<file path="src/rtl/pwm_duty_meter.sv">
// pwm_duty_meter: measures high time and period of an asynchronous PWM input in
// clk cycles, one result per PWM period, and flags a line that stops toggling.
// Optional feature macro: PWM_METER_PCT_EN adds a sequential divider that reports
// duty in whole percent (duty_pct / pct_valid).
module pwm_duty_meter #(
  parameter int CW = 16
) (
  input  logic          clk,
  input  logic          rst,
  input  logic          enable,
  input  logic          pwm_in,
  output logic [CW-1:0] high_cnt,
  output logic [CW-1:0] period_cnt,
  output logic          meas_valid,
  output logic          stuck,
  output logic          stuck_level
`ifdef PWM_METER_PCT_EN
  ,
  output logic [6:0]    duty_pct,
  output logic          pct_valid
`endif
);

  localparam logic [CW-1:0] TMAX = '1;

  typedef enum logic [1:0] {
    IDLE,
    ARM,
    HIGH,
    LOW
  } state_t;

  state_t        state;
  logic [CW-1:0] tcnt;
  logic [CW-1:0] hcap;

  logic pwm_p0;
  logic pwm_p1;
  logic pwm_p2;
  logic rise;
  logic fall;
  logic timeout;

  // Counter increment that sticks at the all-ones value.
  function automatic logic [CW-1:0] sat_inc(input logic [CW-1:0] v);
    if (v == TMAX) begin
      return v;
    end
    return v + CW'(1);
  endfunction

  // ---- stage p0/p1: two-flop synchronizer; p2: delay flop for edge detect ----
  // Bring pwm_in into the clk domain and keep one extra delayed copy.
  always_ff @(posedge clk) begin
    if (rst) begin
      pwm_p0 <= 1'b0;
      pwm_p1 <= 1'b0;
      pwm_p2 <= 1'b0;
    end else begin
      pwm_p0 <= pwm_in;
      pwm_p1 <= pwm_p0;
      pwm_p2 <= pwm_p1;
    end
  end

  assign rise    = pwm_p1 & ~pwm_p2;
  assign fall    = ~pwm_p1 & pwm_p2;
  // A saturated counter with no edge this cycle means the line went quiet.
  assign timeout = (tcnt == TMAX) && !rise && !fall;

  // ---- measurement FSM: counter, captures and registered results ----
  // Track rise/fall/rise and publish high time and period on every second rise.
  always_ff @(posedge clk) begin
    if (rst) begin
      state       <= IDLE;
      tcnt        <= '0;
      high_cnt    <= '0;
      period_cnt  <= '0;
      meas_valid  <= 1'b0;
      stuck       <= 1'b0;
      stuck_level <= 1'b0;
    end else begin
      meas_valid <= 1'b0;
      if (!enable) begin
        // Disable discards any partial measurement; results and stuck hold.
        state <= IDLE;
        tcnt  <= '0;
      end else begin
        case (state)
          IDLE: begin
            state <= ARM;
            tcnt  <= '0;
          end
          ARM: begin
            // Falls are ignored until the first rise anchors a period.
            if (rise) begin
              state <= HIGH;
              tcnt  <= CW'(1);
            end else if (timeout) begin
              stuck       <= 1'b1;
              stuck_level <= pwm_p1;
              tcnt        <= '0;
            end else begin
              tcnt <= sat_inc(tcnt);
            end
          end
          HIGH: begin
            if (fall) begin
              hcap  <= tcnt;
              state <= LOW;
              tcnt  <= sat_inc(tcnt);
            end else if (rise) begin
              // Cannot follow a rise without a fall; restart the period if it does.
              tcnt <= CW'(1);
            end else if (timeout) begin
              stuck       <= 1'b1;
              stuck_level <= pwm_p1;
              state       <= ARM;
              tcnt        <= '0;
            end else begin
              tcnt <= sat_inc(tcnt);
            end
          end
          LOW: begin
            if (rise) begin
              high_cnt   <= hcap;
              period_cnt <= tcnt;
              meas_valid <= 1'b1;
              stuck      <= 1'b0;
              state      <= HIGH;
              tcnt       <= CW'(1);
            end else if (timeout) begin
              stuck       <= 1'b1;
              stuck_level <= pwm_p1;
              state       <= ARM;
              tcnt        <= '0;
            end else begin
              tcnt <= sat_inc(tcnt);
            end
          end
          default: begin
            state <= IDLE;
            tcnt  <= '0;
          end
        endcase
      end
    end
  end

`ifdef PWM_METER_PCT_EN
  localparam int NW = CW + 7;
  localparam int SW = $clog2(NW + 1);

  logic          busy;
  logic [SW-1:0] step;
  logic [NW-1:0] quo;
  logic [CW-1:0] rem;
  logic [CW-1:0] den;
  logic [CW+NW-1:0] div_nxt;

  // 100*h as shifts: 64h + 32h + 4h, widened to the numerator width.
  function automatic logic [NW-1:0] mul100(input logic [CW-1:0] h);
    logic [NW-1:0] hw;
    hw = NW'(h);
    return (hw << 6) + (hw << 5) + (hw << 2);
  endfunction

  // One restoring-division step: returns {remainder, shifted quotient}.
  function automatic logic [CW+NW-1:0] div_step(input logic [CW-1:0] r,
                                                input logic [NW-1:0] q,
                                                input logic [CW-1:0] d);
    logic [CW:0] trial;
    trial = {r, q[NW-1]};
    if (trial >= {1'b0, d}) begin
      return {CW'(trial - {1'b0, d}), q[NW-2:0], 1'b1};
    end
    return {trial[CW-1:0], q[NW-2:0], 1'b0};
  endfunction

  assign div_nxt = div_step(rem, quo, den);

  // ---- divider: load on meas_valid, NW steps, publish on the last step ----
  // A new result while busy restarts the division on the new values.
  always_ff @(posedge clk) begin
    if (rst) begin
      busy      <= 1'b0;
      step      <= '0;
      duty_pct  <= '0;
      pct_valid <= 1'b0;
    end else begin
      pct_valid <= 1'b0;
      if (meas_valid) begin
        busy <= 1'b1;
        step <= SW'(NW);
        quo  <= mul100(high_cnt);
        rem  <= '0;
        den  <= period_cnt;
      end else if (busy) begin
        {rem, quo} <= div_nxt;
        step       <= step - SW'(1);
        if (step == SW'(1)) begin
          // high <= period, so the quotient never exceeds 100.
          busy      <= 1'b0;
          pct_valid <= 1'b1;
          duty_pct  <= div_nxt[6:0];
        end
      end
    end
  end
`endif

endmodule
</file>
<file path="config.mk">
export PLATFORM = sky130hd
export DESIGN_NAME = pwm_duty_meter
export DESIGN_NICKNAME = d
export VERILOG_FILES = /design/src/rtl/pwm_duty_meter.sv
export SDC_FILE = /design/constraint.sdc
export NUM_CORES = 1
export LEC_CHECK = 0
export CORE_MARGIN = 3
export CORE_UTILIZATION = 45
export CTS_CLUSTER_DIAMETER = 40
export DETAILED_ROUTE_END_ITERATION = 8
export GPL_ROUTABILITY_DRIVEN = 0
export GPL_TIMING_DRIVEN = 1
export PLACE_DENSITY = 0.7
export SETUP_SLACK_MARGIN = 0.05
export SLEW_MARGIN = 20
export SYNTH_ARGS = -nofsm -noshare
export SYNTH_HDL_FRONTEND = slang
export SYNTH_SLANG_ARGS = --single-unit
</file>
<file path="constraint.sdc">
create_clock -name clk -period 6 [get_ports clk]
set_clock_uncertainty 0.05 [all_clocks]
set_input_delay 1.2 -clock clk [delete_from_list [all_inputs] [get_ports clk]]
set_output_delay 1.2 -clock clk [all_outputs]
set_load 0.02 [all_outputs]
</file>
* Word-level counts from Yosys, hierarchy flattened *
Index checks and enable logic that the tools add are counted.

storage, ports and cells
  bits in registers = 72
  latch bits = 0
  memory bits (writable) = 0
  memory bits (read-only) = 0
  input port bits = 4
  output and inout bits = 35
  logic and storage cells = 87
  memories kept = 0

operators by class
  add/subtract/negate cells = 1
  multiply operators = 0
  divide/modulo/power cells = 0
  magnitude comparators = 0
  eq/ne operators = 7
  shift-type cells = 0
  multiplexer cells = 46
  bitwise logic cells = 7
  reduce and logical (&&, ||, !) cells = 15

operators by type and width
  cell                     count
  $mux W16                 12
  $pmux W16 S4             1
  $mux W1                  25
  $add A16 B1 Y16 const B  1
  $eq A16 B16 Y1 const B   1
  $mux W2                  5
  $reduce_and A3 Y1        3
  $pmux W2 S4              1
  $not A1 Y1               5
  $eq A2 B2 Y1 const B     2
  $ne A2 B2 Y1 const B     2
  $reduce_and A4 Y1        1
  $reduce_or A2 Y1         2
  $ne A3 B3 Y1 const B     1
  $pmux W1 S3              1
  $reduce_bool A3 Y1       1
  $reduce_or A3 Y1         1
  $and A1 B1 Y1            2
  $eq A2 B1 Y1 const B     1
  $logic_and A1 B1 Y1      2
  $logic_not A1 Y1         2
  $logic_not A2 Y1         1
  $pmux W1 S2              1
  $reduce_and A2 Y1        1
  $reduce_bool A2 Y1       1

* Logic depth before layout (Yosys ltp) *
  depth in word-level cells = 16
  gate-level depth with buffers = 7
  depth with buffers taken out = 5

* Worst setup path after synthesis *
No wires, ideal clock.

  path kind = input to register
  start point = in rst
  end point = reg hcap[0] (enable)
  library setup time = 0.430 ns
  arrival = 2.971 ns
  data required time = 5.520 ns
  setup slack = 2.548 ns
  cell stages on the path = 2
  path buffers = 0
  path through = nand2b_1 -> nor4_1

between the ends
  cells in the longest elaborated chain, start to end = 2

RTL lines
  element                      RTL line  text
  start, declared              9         input logic rst,
  $not A1 Y1 (no line)         --
  $reduce_and A4 Y1 (no line)  --
  end signal, assigned         109       hcap <= tcnt;
  end, declared                35        logic [CW-1:0] hcap;

No other way between the ends.
A chain may end at the register's enable or synchronous reset.

* Worst setup path after layout *
  start point = in rst
  end point = reg tcnt[12]

between the ends
  cells in the longest elaborated chain, start to end = 1

RTL lines
  element                     RTL line  text
  $reduce_or A2 Y1 (no line)  --
  end signal, assigned        104       tcnt <= sat_inc(tcnt);
  end signal, assigned        111       tcnt <= sat_inc(tcnt);
  end signal, assigned        121       tcnt <= sat_inc(tcnt);
  end, declared               34        logic [CW-1:0] tcnt;

No other way between the ends.

==> flow_summary.yaml <==
setup_path:
  cp.required_ps: 6210
  critPathCaptureType: "flip-flop"
  rr_endpoint: "tcnt[0]$_SDFF_PP0_"
  critPathMaxStageDelay_ps: 590
  rrSetupSlack_ps: 3410
  slowest_stage: "a311o_2"
  worstPathCellList: "clkdlybuf4s50_1 -> buf_4 -> nand2b_1 -> a311o_2 -> a311oi_1"
  cp-startpoint: "rst"
  cp.arrival_ps: 2990
  critPathLaunchType: "input port"
  critPathMaxFanout: 39
  r2r_start: "tcnt[0]$_SDFF_PP0_"
  rr_worst_depth: 5
  crit_type: "input port to flip-flop"
worst_hold_path:
  whs_endpoint: "high_cnt[15]$_SDFFE_PP0P_"
  hp-start: "high_cnt[15]$_SDFFE_PP0P_"
  holdCritPathClass: "flip-flop to flip-flop"
  holdPathStages: 2
sta:
  max_freq_mhz: 360
  min_period_over_period: 0.463
  hold_viol: 0
  rsz0062_at_grt: "no"
  setup_violations: 0
  drv_slew: 0
  finalSetupTns_ps: 0
  maxSlewHeadroom: 0.306
  worstMarginPinSlew_ps: 1030
  worst_slack_ps: 3220
  fin_crit_ps: 2780
logic_synthesis:
  ys_types: 48
  synth_top_area_cell: "dfxtp_1"
  syn_avg_cell_area_um2: 9.74
  ys_async_sr_fraction: 0
  synth_top_cell_area_share: 0.399
  synth_nets: 293
  ys_seq_area_frac: 0.571
  yosysWarningCount: 0
  synthTopCellsByArea: "dfxtp_1 40%, edfxtp_1 17%, nand2_1 9.4%"
  synth_cells: 288
  synth_area_um2: 2810
  synth-seq-cells: 72
  synth_flop_cell: "dfxtp_1"
  synth_edf_count: 16
clock_tree:
  clockBufferDepth: 2
  cts_buffers: 9
  tritoncts: "built"
  post_cts_resized: 0
  clock_latency_ps: 340
  htree_levels: 3
  clockRootBuffer: "clkbuf_8"
  ctsHoldBuffers: 0
  cts_sinks: 72
  cts_setup_buffers: 0
  clk_pin_slew_worst_paths_ps: 80
global_route:
  grt_start_max_net_pins: 40
  grt_pass1_vias: 1968
  grt_usage: 0.167
  antenna_found_initial: 0
  grt_overflow: 0
  grt_pass1_wl_mm: 9.45
layout:
  fillers: 537
  area_growth_pct: 23.7
  drive_gt1_frac: 0.131
  multiInputGateArea_um2: 1130
  nNetsFinal: 329
  seq_area_um2: 1600
  num_antenna_cells: 0
placed_design:
  post-place-ws_ps: 2800
  io_buffers: 38
  dp_hpwl_mm: 3.63
die:
  coreArea_um2: 5990
  die_h_um: 85.0
  dieWidth_um: 85.0
  io_pins: 39
  start_util: 0.468
  die-area_um2: 7220
  core.rowCount: 28
detailed_routing:
  ant_nets: 0
  routed_wirelength_mm: 5.74
  firstDrtPassIters: 4
  route.detailed.drc: 0
  vias: 2160
  avgRoutedWirePerCell_um: 14.2
  drt_iter0_drc: 190
  viasPerCell: 5.35
power_and_ir_drop:
  seqPwrFrac: 0.532
  intPower_mw: 0.739
  swShare: 0.206
  p_clk_frac: 0.453
  power_density_nw_per_um2: 268
  p_leak_nw: 1.08
  power.switching_mw: 0.192
  p_comb_frac: 0.015
  ir_worst_vdd_mv: 0.130
status:
  status: "finished, final reports clean"
run:
  drv_cap: 0
## critical path: cells and delay by family
family,cells,cell delay (ps)
AO/OA/AOI/OAI,2,840
buffers and inverters,2,640
AND/OR/NAND/NOR,1,290
## area by class of cell
type	instances	share of cell area
clock inverter	3	0.0133
timing repair buffer	41	0.118
clock buffer	13	0.0519
multi-input combinational	197	0.325
tap	75	0.0270
sequential	72	0.461
inverter	3	0.00324
## logic make-up after synthesis
family | Yosys count | share of synthesized area
compound gates | 66 | 0.157
xor+xnor | 2 | 0.00624
buf+inv | 19 | 0.0325
mux | 1 | 0.00357
flops | 72 | 0.571
fa+ha+maj | 1 | 0.00446
simple gates | 127 | 0.226
## cells in the final DEF (no fill, tap or decap), types with 2 or more instances in the layout
| master | instances |
|---|---|
| nand4_1 | 3 |
| nor3_1 | 6 |
| a21oi_2 | 8 |
| a21oi_1 | 33 |
| or3_2 | 2 |
| a211oi_1 | 2 |
| o31ai_1 | 2 |
| clkdlybuf4s50_1 | 38 |
| nand2_1 | 70 |
| clkbuf_8 | 11 |
| nor2_1 | 12 |
| xnor2_1 | 2 |
| nand2b_1 | 4 |
| buf_4 | 2 |
| nor4_2 | 3 |
| o41ai_1 | 4 |
| or3_1 | 4 |
| inv_1 | 3 |
| dfxtp_1 | 56 |
| nor2b_1 | 5 |
| and4_1 | 2 |
| edfxtp_1 | 16 |
| nand3_1 | 5 |
| o21ai_0 | 5 |
| a31oi_1 | 3 |
## metal layers
| metal | track usage | up-vias | part of all wire |
|---|---|---|---|
| met5 | 0 | - | 0 |
| met3 | 0.0466 | 10 | 0.045 |
| met2 | 0.249 | 51 | 0.44 |
| li1 | - | 1091 | - |
| met4 | 0.0878 | 0 | 0.021 |
| met1 | 0.222 | 1008 | 0.50 |
## registers in the layout, summed over array words and instances (netlist names)
name,flops
meas_valid,1
tcnt,16
state,2
pwm_p0,1
period_cnt,16
stuck_level,1
pwm_p1,1
stuck,1
pwm_p2,1
hcap,16
high_cnt,16
## per-stage QoR
| stage | hold WS [ps] | cells | cell area [µm²] | power (mW) | utilization |
|---|---|---|---|---|---|
| finish | 405 | 404 | 3470 | 0.931 | 0.579 |
| detailed placement | 400 | 387 | 3230 | 0.521 | 0.539 |
| floorplan | 356 | 288 | 2810 | 0.515 | - |
| CTS | 410 | 403 | 3450 | 0.939 | 0.577 |
| global placement | 378 | 387 | 3230 | 0.520 | 0.539 |
| global route | 431 | 404 | 3470 | 0.963 | 0.579 |
## power groups by stage
| stage | clock [mW] | combinational, mW | sequential [mW] |
|---|---|---|---|
| 5_1_grt | 0.452 | 0.0151 | 0.496 |
| 4_1_cts | 0.429 | 0.0138 | 0.496 |
| 3_3_place_gp | 0 | 0.0136 | 0.507 |
| 6_report | 0.422 | 0.0138 | 0.496 |
| 3_5_place_dp | 0 | 0.0138 | 0.507 |
| 2_1_floorplan | 0 | 0.00919 | 0.506 |
## cell usage after synthesis, types with 3 or more instances
cell type and instances:
or3_1 5, edfxtp_1 16, inv_1 3, o21ai_0 5, nand4_1 3, a31oi_1 3, nor2b_1 5, clkbuf_1 12
a21oi_2 8, nor3_1 6, nand2_1 70, nand3_1 5, nor2_1 12, a21oi_1 33, o41ai_1 4, dfxtp_1 56
nand2b_1 4
## worst max-delay path by stage
stage,slack [ps],cells after the start,to
2_1_floorplan,2550,2,hcap[0]$_DFFE_PP_
3_3_place_gp,2890,5,tcnt[12]$_SDFF_PP0_
3_5_place_dp,2800,5,period_cnt[3]$_SDFFE_PP0P_
4_1_cts,3180,5,period_cnt[3]$_SDFFE_PP0P_
5_1_grt,3120,5,tcnt[12]$_SDFF_PP0_
6_report,3220,5,tcnt[12]$_SDFF_PP0_
Power figures use the tool's default switching activity.
